<file path="config.mk">
export PLATFORM = sky130hd
export DESIGN_NAME = mod_updown_reg
export DESIGN_NICKNAME = d
export VERILOG_FILES = /design/src/rtl/mod_updown_reg.sv
export SDC_FILE = /design/constraint.sdc
export NUM_CORES = 1
export LEC_CHECK = 0
export ABC_AREA = 1
export CORE_ASPECT_RATIO = 0.7
export CORE_MARGIN = 3
export CORE_UTILIZATION = 45
export CTS_CLUSTER_DIAMETER = 40
export CTS_CLUSTER_SIZE = 25
export DETAILED_ROUTE_END_ITERATION = 8
export GPL_ROUTABILITY_DRIVEN = 0
export PLACE_DENSITY = 0.8
export SLEW_MARGIN = 15
export SYNTH_ARGS = -nofsm -noshare
export SYNTH_HDL_FRONTEND = slang
export SYNTH_SLANG_ARGS = --single-unit
</file>
<file path="constraint.sdc">
create_clock -name clk -period 1.4 [get_ports clk]
set_clock_uncertainty 0.05 [all_clocks]
set_input_delay 0.21 -clock clk [delete_from_list [all_inputs] [get_ports clk]]
set_output_delay 0.21 -clock clk [all_outputs]
set_load 0.01 [all_outputs]
</file>
<file path="src/rtl/mod_updown_reg.sv">
// mod_updown_reg: loadable up/down counter modulo MAX_VAL+1 with registered terminal-count pulse and sticky wrap flag.
// Latency: one clk from the sampling edge to out/tc/wrap; there is no combinational path from any input to any output.
// Backpressure: none, a command is accepted every cycle. Define MOD_UPDOWN_REG_SAT_EN to saturate at the ends instead of wrapping.
module mod_updown_reg #(
  parameter int unsigned WIDTH   = 8,
  parameter int unsigned MAX_VAL = (2**WIDTH) - 1,
  parameter int unsigned RST_VAL = 0
) (
  input  logic             clk,
  input  logic             rst,
  input  logic [WIDTH-1:0] in,
  input  logic             clr,
  input  logic             ld,
  input  logic             inc,
  input  logic             dec,
  output logic [WIDTH-1:0] out,
  output logic             tc,
  output logic             wrap
);

  localparam logic [WIDTH-1:0] MAX_V = MAX_VAL[WIDTH-1:0];
  localparam logic [WIDTH-1:0] RST_V = RST_VAL[WIDTH-1:0];

  logic [WIDTH-1:0] out_nxt;
  logic             tc_nxt;
  logic             wrap_nxt;
  logic             at_max;
  logic             at_min;

  // All compares stay WIDTH bits wide, so MAX_VAL = 2**WIDTH-1 cannot overflow.
  assign at_max = (out == MAX_V);
  assign at_min = (out == '0);

  always_comb begin
    out_nxt  = out;
    tc_nxt   = 1'b0;
    wrap_nxt = wrap;
    if (clr) begin
      out_nxt  = RST_V;
      wrap_nxt = 1'b0;
    end else if (ld) begin
      out_nxt  = (in > MAX_V) ? MAX_V : in;
      wrap_nxt = 1'b0;
    end else if (inc && !dec) begin
      if (at_max) begin
        tc_nxt   = 1'b1;
        wrap_nxt = 1'b1;
`ifdef MOD_UPDOWN_REG_SAT_EN
        out_nxt  = out;
`else
        out_nxt  = '0;
`endif
      end else begin
        out_nxt = out + WIDTH'(1);
      end
    end else if (dec && !inc) begin
      if (at_min) begin
        tc_nxt   = 1'b1;
        wrap_nxt = 1'b1;
`ifdef MOD_UPDOWN_REG_SAT_EN
        out_nxt  = out;
`else
        out_nxt  = MAX_V;
`endif
      end else begin
        out_nxt = out - WIDTH'(1);
      end
    end
  end

  always_ff @(posedge clk or posedge rst) begin
    if (rst) begin
      out  <= RST_V;
      tc   <= 1'b0;
      wrap <= 1'b0;
    end else begin
      out  <= out_nxt;
      tc   <= tc_nxt;
      wrap <= wrap_nxt;
    end
  end

endmodule

</file>
-- After elaboration in Yosys (flattened, before gate mapping)
Index checks and enable logic that the tools add are counted.
- add/subtract/negate cells: 2
- magnitude comparators: 1
- equal/unequal tests: 2
- multiplexer cells: 19
- reduce and logical (&&, ||, !) cells: 8
- operator list (cell ; number):
    $mux 8 ; 7
    $mux 1 ; 12
    $add 8x1->8 const B ; 1
    $eq 8x8->1 const B ; 1
    $gt 8x8->1 const B ; 1
    $logic_not 8->1 ; 1
    $reduce_bool 4->1 ; 2
    $sub 8x1->8 const B ; 1
    $ne 4x4->1 const B ; 1
    $reduce_and 3->1 ; 1
    $logic_and 1x1->1 ; 2
    $logic_not 1->1 ; 2
- register bits after elaboration: 10
- output and inout bits: 10
- word-level logic and storage cells: 35

-- Depth between registers and ports, before layout
Gate-level depths: netlist (run 1).
- depth after elaboration: 6
- depth in mapped cells: 11
- mapped depth without buffers: 11

-- Least setup slack after synthesis (run 1)
OpenSTA, ideal clock, no wires.
- path kind: reg-to-reg
- start point: register out[0]
- end point: register out[5]
- setup time: 0.116 ns
- data arrival time: 1.276 ns
- slack: -0.043 ns
- stages on the path, launching flop included: 11
- path buffers: 0
- cell sequence: dfrtp_1 -> inv_1 -> ha_1 -> nand2_4 -> nor2_2 -> nor2_2 -> nand3_1 -> nand2_1 -> nand2_1 -> nand2_1 -> nand2_1
- word-level cells in the longest chain between the ends: 6
- elaborated cells between the ends (all ways): 10
- classes of those cells: add/sub: 2; eq/ne: 1; mux: 6; reduce/logical: 1
- ends and longest elaborated chain (what ; line ; RTL):
    start, declared ; 16 ; output logic [WIDTH-1:0] out,
    start signal, assigned ; 77 ; out <= out_nxt;
    $sub 8x1->8 / $logic_not 8->1 (equally long branches) ; 66, 32 ;
    $mux 8 ; 57 ; if (at_min) begin
    $mux 8 ; 56 ; end else if (dec && !inc) begin
    $mux 8 * ; 44 ; end else if (inc && !dec) begin
    $mux 8 * ; 41 ; end else if (ld) begin
    $mux 8 * ; 38 ; if (clr) begin
Mark *: on every way between the ends. The rest lies on a longest branch, timed or not. The select of a mux whose other input is x is not followed.
A chain may end at the register's enable or synchronous reset.

-- Worst setup path after layout (run 1)
- start point: register out[1]
- end point: register out[7]
The elaborated chain is that of the path after synthesis.

==> results of run 1 <==
-- logic make-up (layout without fill, tap and decap cells) --
kind of cell | Yosys count | count (layout) | share of synthesized area [%]
buffers and inverters | 24 | 70 | 12.2
AND/OR/NAND/NOR | 112 | 112 | 47.6
XOR/XNOR | 2 | 2 | 1.66
adder cells (fa/ha/maj) | 5 | 5 | 5.94
flip-flops | 10 | 10 | 23.8
AO/OA/AOI/OAI | 14 | 14 | 8.79
-- state kept, by name, summed over array words and instances, names as in the netlist --
register  flops
out           8
tc            1
wrap          1
-- timing repair --
item                                    in CTS  in global routing
resized for setup                           55                 25
setup buffers                                9                  1
endpoints found under the setup margin      20                 13
pin swaps                                   15                 15
hold buffers                                 0                  0
-- worst paths after layout --
path                               end  slack, ps  depth (start not counted)
worst min-delay path                tc        170                          2
max in group asynchronous       out[2]        800                          2
min in group clk                  wrap        310                          5
worst max register to register  out[7]       -130                         10
worst max-delay path            out[7]       -130                         10
worst min register to register    wrap        500                          2
-- power breakdown --
group	total (mW)	leakage (nW)	internal [mW]	switching [mW]
clock	0.294	0.0210	0.159	0.135
sequential	0.392	0.119	0.322	0.0696
combinational	0.758	0.738	0.345	0.413
total	1.44	0.879	0.826	0.618
-- layout by cell type, fill, tap and decap left out, types with 8 or more instances in the layout --
cell             count
dlygate4sd2_1        9
inv_1               13
dfrtp_2              8
nor2_1              18
clkdlybuf4s50_1     11
nand3_2              8
nor2_4               9
nand2_1             52
buf_4               19
-- worst register-to-register path, cell delays in order (launching register included) --
cell and delay (ps):
dfrtp_2 440, inv_2 90, ha_4 180, nand2_4 90, nor2_4 50, nor2_4 160, nand3_2 110, nand2_1 80
nand2_1 50, nand2_1 80, nand2_1 60
-- cell type report --
type | count | share of cell area [%]
sequential | 10 | 15.2
inverter | 17 | 3.87
timing repair buffer | 49 | 26.6
clock buffer | 4 | 2.12
tap | 30 | 2.19
multi-input combinational | 133 | 50.0
-- metal layers --
layer  global-route usage [%]  share of wire (%)  up-vias
li1                         -                  -      608
met1                     32.5                 37      637
met2                     52.6                 45      128
met3                     7.07                 13       35
met4                     19.7                5.6        0
met5                        0                  0        -
-- per-stage QoR --
| stage | instance area (um2) | hold WS (ps) |
|---|---|---|
| final | 1710 | 166 |
| after detailed placement | 1410 | 484 |
| after floorplan | 1060 | 0.0432 |
| after CTS | 1670 | 187 |
| after global placement | 1410 | 456 |
| after global routing | 1710 | 199 |
==> results.py, run 1 <==
metrics = {
    "route": {
        "drcViolationCount": 0,
        "drt_iter0_markers": 186,
        "drt_pass1_iterations": 5,
        "finalWirelength_mm": 4.18,
        "ant_nets": 0,
        "routedWlPerCell_um": 17.2,
        "vias": 1408,
        "viasPerCell": 5.79,
    },
    "grt": {
        "grt_pass1_vias": 1324,
        "antenna_found_initial": 0,
        "grt_max_degree": 11,
        "grt_usage_pct": 29.6,
        "grt_overflow_total": 0,
        "grt_pass1_wl_mm": 6.40,
    },
    "sta": {
        "fmax_mhz": 653,
        "finalSetupViolCount": 8,
        "final_max_slew_viol_count": 0,
        "worst_slack_ps": -133,
        "rsz0062_at_grt": "yes",
        "slew_headroom_pct": 70.7,
        "setup_tns_ps": -486,
        "hold_viol": 0,
        "min_period_ps": 1530,
        "worstMarginPinSlew_ps": 439,
        "fin_crit_sh_pct": 109,
    },
    "yosys": {
        "yosysSeqAreaShare_pct": 23.8,
        "synth_edf_count": 0,
        "synth-seq-cells": 10,
        "yosys-top-cells-area": "dfrtp_1 24%, nand2_1 21%, nor2_1 8.9%",
        "synthCells": 167,
        "synth_cell_types": 26,
        "ys_dominant_reg_cell": "dfrtp_1",
        "postSynthAreaPerCell_um2": 6.31,
        "ys_top_cells_by_count": "59 x nand2_1, 25 x nor2_1, 16 x inv_1, 13 x nand3_1, 10 x dfrtp_1",
        "async_flop_share_pct": 100,
        "synth_top_area_share_pct": 23.8,
        "syn-cell-area_um2": 1050,
        "synthesis.nets": 186,
        "yosysMostFrequentCell": "nand2_1",
        "synth_top_area_cell": "dfrtp_1",
        "synth_warnings": 0,
    },
    "floorplanning": {
        "placementRows": 13,
        "dieArea_um2": 2970,
        "die_h_um": 46.5,
        "core_um2": 2030,
        "ios": 24,
        "initial_core_util_pct": 51.8,
        "die_x_um": 63.8,
    },
    "critical_path": {
        "r2r-start": "out[1]",
        "path_class": "register to register",
        "start_kind": "register",
        "path_cells": "inv_2 -> ha_4 -> nand2_4 -> nor2_4 -> nor2_4 -> nand3_2 -> nand2_1 -> nand2_1 -> nand2_1 -> nand2_1",
        "critPathBufInv": 1,
        "cpLargestDelayFamily": "simple AND/OR/NAND/NOR gates",
        "critPathMaxFanout": 4,
        "cp-end-kind": "register",
        "cp.required_ps": 1540,
        "startpoint": "out[1]",
        "cpPeakStageDelay_ps": 440,
        "cp_common_cell": "nand2_1",
        "crit_slowest_cell": "dfrtp_2",
        "crit_arrival_ps": 1670,
    },
    "layout": {
        "final_layout_size_suffix_gt1_share_pct": 39.9,
        "nNetsFinal": 233,
        "area_growth_pct": 62.7,
        "multiInputGateArea_um2": 857,
        "fill_cells": 118,
        "layout.area.seq_um2": 260,
        "utilization_pct": 84.3,
        "antenna_cells": 0,
        "final_cell_count_no_fill": 243,
    },
    "clocking": {
        "htreeDepth": 1,
        "cts-root-buf": "clkbuf_4",
        "clock_sinks": 10,
        "cts_buffers": 3,
        "clk_pin_slew_ps": 80,
        "cts_tree": "done",
        "clk_path_buf_depth": 2,
        "clk_latency_ps": 290,
    },
    "power_and_ir_drop": {
        "power.density_nw_per_um2": 842,
        "p_total_mw": 1.44,
        "peakVddDrop_mv": 0.520,
        "p_leak_nw": 0.879,
    },
    "place": {
        "dpl.cell_count": 231,
        "dp_slack_ps": -435,
        "portBuffers": 23,
        "dpl.hpwl_mm": 2.42,
    },
    "run": {
        "maxCapViolCount": 0,
    },
    "worst_hold_path": {
        "hp-class": "input port to async pin",
    },
    "run_status": {
        "status": "finished with violations",
        "failed_checks": "setup timing",
    },
}
(Power assumes the default switching activity.)
==> inputs of run 2 (changes only) <==
--- a/config.mk
+++ b/config.mk
@@ -8,12 +8,13 @@
 export ABC_AREA = 1
 export CORE_ASPECT_RATIO = 0.7
 export CORE_MARGIN = 3
-export CORE_UTILIZATION = 45
+export CORE_UTILIZATION = 54
 export CTS_CLUSTER_DIAMETER = 40
 export CTS_CLUSTER_SIZE = 25
 export DETAILED_ROUTE_END_ITERATION = 8
+export DONT_BUFFER_PORTS = 1
 export GPL_ROUTABILITY_DRIVEN = 0
-export PLACE_DENSITY = 0.8
+export PLACE_DENSITY_LB_ADDON = 0.05
 export SLEW_MARGIN = 15
 export SYNTH_ARGS = -nofsm -noshare
 export SYNTH_HDL_FRONTEND = slang
==> results.py, run 2 (synthesized netlist as in run 1, its figures left out) <==
metrics = {
    "critical_path": {
        "rr_worst_depth": 9,
        "cp-end-kind": "register",
        "crit_arrival_ps": 1670,
        "path_class": "register to register",
        "critPathMaxFanout": 6,
        "cp.required_ps": 1500,
        "start_kind": "register",
    },
    "layout": {
        "fill_cells": 126,
        "layout.area.seq_um2": 256,
        "layout_common_cells": "54 x nand2_1, 23 x nor2_1, 22 x buf_4",
        "area_growth_pct": 29.2,
        "top_register": "out",
        "nNetsFinal": 208,
        "final_layout_size_suffix_gt1_share_pct": 33.0,
        "postLayoutCellArea_um2": 1360,
        "antenna_cells": 0,
        "multiInputGateArea_um2": 785,
        "largest_reg_flops": 8,
        "final_common_cell": "nand2_1",
        "largestRegisters": "out x8, tc x1, wrap x1",
    },
    "place": {
        "post_dp_cell_area_um2": 1150,
        "dpl.hpwl_mm": 2.10,
        "portBuffers": 0,
    },
    "sta": {
        "rsz0062_at_grt": "yes",
        "slew_headroom_pct": 67.0,
        "fmax_mhz": 638,
        "finalSetupViolCount": 7,
        "min_period_ps": 1570,
        "setup_tns_ps": -495,
        "fin_crit_sh_pct": 112,
        "final_max_slew_viol_count": 0,
        "worstMarginPinSlew_ps": 494,
        "worst_slack_ps": -168,
        "hold_viol": 0,
    },
    "route": {
        "drt_iter0_markers": 97,
        "viasPerCell": 5.78,
        "drcViolationCount": 0,
        "vias": 1209,
        "routedWlPerCell_um": 15.9,
        "drt_pass1_iterations": 5,
        "ant_nets": 0,
        "finalWirelength_mm": 3.32,
    },
    "floorplanning": {
        "ios": 24,
        "placementRows": 12,
        "dieArea_um2": 2530,
        "die_x_um": 58.8,
        "initial_core_util_pct": 61.5,
        "die_h_um": 43.0,
        "core_um2": 1710,
    },
    "worst_hold_path": {
        "hold_depth": 3,
        "hp-class": "input port to register",
    },
    "grt": {
        "grt_overflow_total": 0,
        "grt_usage_pct": 24.6,
        "antenna_found_initial": 0,
        "grt_max_degree": 13,
        "grtUsageMet1_pct": 30.8,
        "grtUsageMet2_pct": 40.3,
        "grt_pass1_wl_mm": 4.75,
        "busiest_layer": "met2",
        "grt_pass1_vias": 1077,
        "met3_usage_pct": 6.38,
    },
    "clocking": {
        "clk_path_buf_depth": 2,
        "clk_pin_slew_ps": 70,
        "cts-root-buf": "clkbuf_4",
        "clock_sinks": 10,
        "cts_buffers": 3,
        "htreeDepth": 1,
        "clk_latency_ps": 270,
        "cts_tree": "done",
    },
    "power_and_ir_drop": {
        "peakVddDrop_mv": 0.855,
        "power.density_nw_per_um2": 909,
        "p_leak_nw": 0.710,
    },
    "run_status": {
        "failed_checks": "setup timing",
        "status": "finished with violations",
    },
    "run": {
        "maxCapViolCount": 0,
    },
}
## run 2: cell count changes in the layout (fill, tap and decap cells not counted), moves of 3 or more
cell / change
clkdlybuf4s50_1: -11
dlygate4sd2_1: -9
buf_6: -5
nor2_1: +5
buf_4: +3
dfrtp_1: +3
dfrtp_2: -3
nand3_1: +3
nand3_2: -3
nor2_2: -3
o21ai_0: +3
## run 2: report_power, final
group / internal (mW) / switching (mW)
clock network: 0.158 / 0.110
registers: 0.321 / 0.0666
logic: 0.246 / 0.337
## run 2: critical path: stages (launching register included)
cell     delay (ps)
dfrtp_2         480
buf_4           170
nor2_4           90
nand2_2          90
nand2_1         100
nand2_1          80
o21ai_1         160
nand2_1          70
nand2_1          70
nand2_1          80
## run 2: final cells by class
type / count / share of cell area [%]
Multi-Input combinational cell: 133 / 57.6
Sequential cell: 10 / 18.8
Timing Repair Buffer: 24 / 13.7
Inverter: 17 / 5.24
Clock buffer: 4 / 2.67
Tap cell: 21 / 1.93
## run 2: final timing paths
kind / start / to / slack, ps
worst min-delay path: ld / wrap / 90
min in group asynchronous: rst / tc / 300
max in group asynchronous: rst / out[4] / 710
worst min register to register: out[7] / out[7] / 520
worst max-delay path: out[2] / out[3] / -170
worst max register to register: out[2] / out[3] / -170
## run 2: timing repair
item / 4_1_cts / 5_1_grt
endpoints found under the hold margin: 10 / 0
pin swaps: 11 / 18
buffers inserted: 1 / 4
endpoints found under the setup margin: 9 / 10
hold buffers: 1 / 0
gates resized for setup: 26 / 8
## run 2: through the flow
step	std cells	utilization, %	power, mW	hold slack (ps)	setup slack, ps
after floorplan	167	-	0.702	0.0432	18.9
after global placement	199	67.3	0.827	48.2	-59.1
after detailed placement	199	67.3	0.837	46.5	-73.8
after CTS	205	76.4	1.17	73.2	-34.0
after global routing	209	79.5	1.32	85.0	-265
final	209	79.5	1.24	86.4	-168
## run 2: metal layers
metal  wire length, um  vias to the layer above
met5                 0                        -
met4                93                        0
met3               277                       12
met2              1620                       73
met1              1320                      562
li1                  -                      562
